## src/rtl/ysyx_22040365_rf_wb_arb.sv

```systemverilog
// Register-file writeback arbiter: round-robin between EXU (req0) and LSU (req1), one registered write per cycle.
// Define YSYX_22040365_RF_SCOREBOARD_EN to build the per-register pending-write (busy) scoreboard.
module ysyx_22040365_rf_wb_arb #(
    parameter int ADDR_WIDTH = 5,
    parameter int DATA_WIDTH = 64
) (
    input  logic                         clk,
    input  logic                         rst,
    input  logic                         req0_valid,
    output logic                         req0_ready,
    input  logic [ADDR_WIDTH-1:0]        req0_addr,
    input  logic [DATA_WIDTH-1:0]        req0_data,
    input  logic                         req1_valid,
    output logic                         req1_ready,
    input  logic [ADDR_WIDTH-1:0]        req1_addr,
    input  logic [DATA_WIDTH-1:0]        req1_data,
    output logic                         rf_wen,
    output logic [ADDR_WIDTH-1:0]        rf_waddr,
    output logic [DATA_WIDTH-1:0]        rf_wdata,
    input  logic                         mark_valid,
    input  logic [ADDR_WIDTH-1:0]        mark_addr,
    input  logic                         flush,
    output logic [(2**ADDR_WIDTH)-1:0]   busy
);

    localparam int NUM_REGS = 2 ** ADDR_WIDTH;

    // 0: requester 0 was granted last, 1: requester 1 was granted last
    logic                  last_grant_reg;
    logic                  grant0;
    logic                  grant1;
    logic                  handshake;
    logic [ADDR_WIDTH-1:0] sel_addr;
    logic [DATA_WIDTH-1:0] sel_data;

    logic                  rf_wen_reg;
    logic [ADDR_WIDTH-1:0] rf_waddr_reg;
    logic [DATA_WIDTH-1:0] rf_wdata_reg;

    always_comb begin
        grant0 = 1'b0;
        grant1 = 1'b0;
        if (!rst) begin
            if (req0_valid && req1_valid) begin
                grant0 = last_grant_reg;
                grant1 = !last_grant_reg;
            end else begin
                grant0 = req0_valid;
                grant1 = req1_valid;
            end
        end
    end

    assign req0_ready = grant0;
    assign req1_ready = grant1;
    assign handshake  = grant0 | grant1;
    assign sel_addr   = grant1 ? req1_addr : req0_addr;
    assign sel_data   = grant1 ? req1_data : req0_data;

    always_ff @(posedge clk or posedge rst) begin
        if (rst) begin
            last_grant_reg <= 1'b1;
            rf_wen_reg     <= 1'b0;
            rf_waddr_reg   <= '0;
            rf_wdata_reg   <= '0;
        end else begin
            // x0 is hardwired: the handshake completes but no write is issued
            rf_wen_reg <= handshake && (sel_addr != '0);
            if (handshake) begin
                last_grant_reg <= grant1;
                rf_waddr_reg   <= sel_addr;
                rf_wdata_reg   <= sel_data;
            end
        end
    end

    assign rf_wen   = rf_wen_reg;
    assign rf_waddr = rf_waddr_reg;
    assign rf_wdata = rf_wdata_reg;

`ifdef YSYX_22040365_RF_SCOREBOARD_EN
    genvar gi;
    generate
        for (gi = 1; gi < NUM_REGS; gi++) begin : g_busy
            logic busy_bit_reg;
            // Priority: flush clears everything, then a new mark beats a same-cycle writeback
            always_ff @(posedge clk or posedge rst) begin
                if (rst) begin
                    busy_bit_reg <= 1'b0;
                end else if (flush) begin
                    busy_bit_reg <= 1'b0;
                end else if (mark_valid && (mark_addr == ADDR_WIDTH'(gi))) begin
                    busy_bit_reg <= 1'b1;
                end else if (handshake && (sel_addr == ADDR_WIDTH'(gi))) begin
                    busy_bit_reg <= 1'b0;
                end
            end
            assign busy[gi] = busy_bit_reg;
        end
    endgenerate
    assign busy[0] = 1'b0;
`else
    logic unused_scoreboard_inputs;
    assign unused_scoreboard_inputs = ^{mark_valid, mark_addr, flush, NUM_REGS[0]};
    assign busy = '0;
`endif

endmodule
```

## config.mk

```make
export PLATFORM = sky130hd
export DESIGN_NAME = ysyx_22040365_rf_wb_arb
export DESIGN_NICKNAME = d
export VERILOG_FILES = /design/src/rtl/ysyx_22040365_rf_wb_arb.sv
export SDC_FILE = /design/constraint.sdc
export NUM_CORES = 1
export LEC_CHECK = 0
export ABC_AREA = 1
export BUFFER_PORTS_ARGS = -buffer_cell sky130_fd_sc_hd__buf_2
export CAP_MARGIN = 15
export CORE_ASPECT_RATIO = 1.2
export CORE_MARGIN = 2
export CORE_UTILIZATION = 39
export CTS_CLUSTER_DIAMETER = 80
export DETAILED_ROUTE_END_ITERATION = 6
export PLACE_DENSITY_LB_ADDON = 0.25
export SYNTH_ARGS = -nofsm -noshare
export SYNTH_HDL_FRONTEND = slang
export SYNTH_SLANG_ARGS = --single-unit
```

## constraint.sdc

```tcl
create_clock -name clk -period 3 [get_ports clk]
set_input_delay 0.15 -clock clk [delete_from_list [all_inputs] [get_ports clk]]
set_output_delay 0.15 -clock clk [all_outputs]
set_load 0.03 [all_outputs]
```

==> qor.csv <==
metric,value,unit
status,finished clean,
rows,40,
drive_above_1_share,50.9,%
path_clk_slew,60,ps
cpLargestDelayFamily,buffers and inverters,
synth_area_per_cell,9.21,um2
critPathMaxFanout,72,
numPortBuffers,213,
syn_inst,436,
synth_area,4020,um2
worst_pin_slew,889,ps
hold_path.class,in -> reg,
largest_reg_flops,64,
coreArea,10000,um2
htreeDepth,3,
postCtsHoldBufs,0,
crit_chain,nand2_1 -> nand3_4 -> buf_4 -> nand2_1 -> o21ai_1 -> nand2_1 -> nor2_1 -> nor2_1,
antenna_cells,0,
antenna_found_initial,0,
overflow,0,
placed_cells,749,
drt-vias-per-instance,4.64,
critical_path_required,3200,ps
clock_skew,4.82,ps
post_cts_buffers,0,
ys_ff_latch,71,
hold_violations,0,
power.density,637,nW/um2
crit_path_frequent_cell,nand2_1,
syn_to_final_growth,30.5,%
path_buf_inv,1,
yosys_warnings,0,
arrival,2130,ps
ir_drop,0.296,mV
cts_buffers,9,
die_x,96.6,um
slew_headroom,40.7,%
drt-wirelength-per-cell,13.3,um
max_cap_violations,0,
setup_tns,0,ps
final_common_cell,buf_2,
cts.sinks,71,
rsz0062_at_grt,false,
cp-end-kind,register,
crit_type,reg -> reg,
fill_cells,982,
yosysSeqAreaShare,44.3,%
crit_path_top_delay_cell,buf_4,
preCtsSetupSlack,1070,ps
grtUsageTotal,18.5,%
grt_first_pass_wirelength,16.5,mm
totalWireLength,10.1,mm
critPathLaunchType,register,
final_cells,765,
clock-root-buffer,clkbuf_16,
worst_slack,1070,ps
power_leakage,0.00255,uW
die_area,11100,um2
setup_viol,0,
fin_crit_sh,64.2,%
remaining_drc_errors,0,
grt_max_degree,73,
cts.path.max_buffers,2,
synth.distinct_cells,24,
dr_total_vias,3548,
gp_congestion,0.794,
drt_iter0_markers,119,
nNetsFinal,783,
drtPass1Iterations,4,
finalCriticalPeriod,1930,ps
slowest_delay,610,ps
die_h,115,um
cts_tree,yes,
cts_resized,0,
clock_latency,330,ps
io_pins,253,
drtAntennaViolNets,0,
grt_pass1_vias,3427,
start_util,40.1,%
dp_hpwl,7.41,mm
fmax,0.519,GHz
slew_viol_final,0,
final_cell_mix,"buf_2, nand2_1, dfrtp_1, a31oi_2, nor2_2",
[area by class of cell]
cell class	instances	area [um2]	share of cell area [%]
Tap cell	126	158	3.01
Multi-Input combinational cell	322	1810	34.5
Timing Repair Buffer	217	1120	21.4
Sequential cell	71	1780	33.9
Inverter	13	50.0	0.955
Clock buffer	13	260	4.97
Clock inverter	3	65.1	1.24
[metrics by stage]
| stage | hold WS (ps) | total power, uW | util [%] | area, um2 |
|---|---|---|---|---|
| 2_1_floorplan | 295 | 1950 | - | 4130 |
| 3_3_place_gp | 406 | 2180 | 49.1 | 4920 |
| 3_5_place_dp | 408 | 2200 | 49.1 | 4920 |
| 4_1_cts | 55.0 | 3380 | 52.4 | 5240 |
| 5_1_grt | 59.5 | 3510 | 52.4 | 5240 |
| 6_report | 69.8 | 3340 | 52.4 | 5240 |
[Yosys cell counts (all sizes together)]
cell type,number,share of area (%)
buf,56,12
nand3b,1,0.19
a31oi,64,17
nor2,67,8.9
nand3,4,0.81
dfrtp,70,44
nand2,145,14
inv,13,1.2
a21oi,1,0.12
clkbuf,5,0.47
dfstp,1,0.65
o21ai,8,1.0
conb,1,0.093
[tightest hold or removal path, stage by stage]
cell and delay [ps]:
buf_2 90, nand2_1 50, a31oi_1 60
[where the power goes]
part / leakage (uW) / switching, uW / internal [uW]
sequential: 0.000802 / 85.0 / 1100
combinational: 0.00159 / 672 / 317
clock: 0.000160 / 387 / 772
[cell families after synthesis]
kind of cell    after synthesis  share of synthesized area (%)
simple gates                217                           23.7
compound gates               73                           18.1
flops                        71                           44.3
buf+inv                      74                           13.8
other cells                   1                         0.0934
[final timing paths]
check | start | endpoint | slack [ps] | cells after the start
worst min register to register | rf_waddr[0] | rf_waddr[0] | 490 | 2
max in group asynchronous | rst | rf_wdata[38] | 2230 | 3
worst max register to register | last_grant_reg | rf_wen | 1070 | 8
worst max-delay path | last_grant_reg | rf_wen | 1070 | 8
min in group asynchronous | rst | rf_wdata[24] | 180 | 3
worst min-delay path | req1_data[4] | rf_wdata[4] | 70 | 3
[metal layers]
metal | up-vias | part of all wire (%) | track usage, %
li1 | 1754 | - | -
met1 | 1623 | 40 | 22.3
met2 | 149 | 50 | 31.6
met3 | 22 | 6.2 | 3.47
met4 | 0 | 3.0 | 10.0
met5 | - | 0 | 0
(Power assumes the default switching activity.)
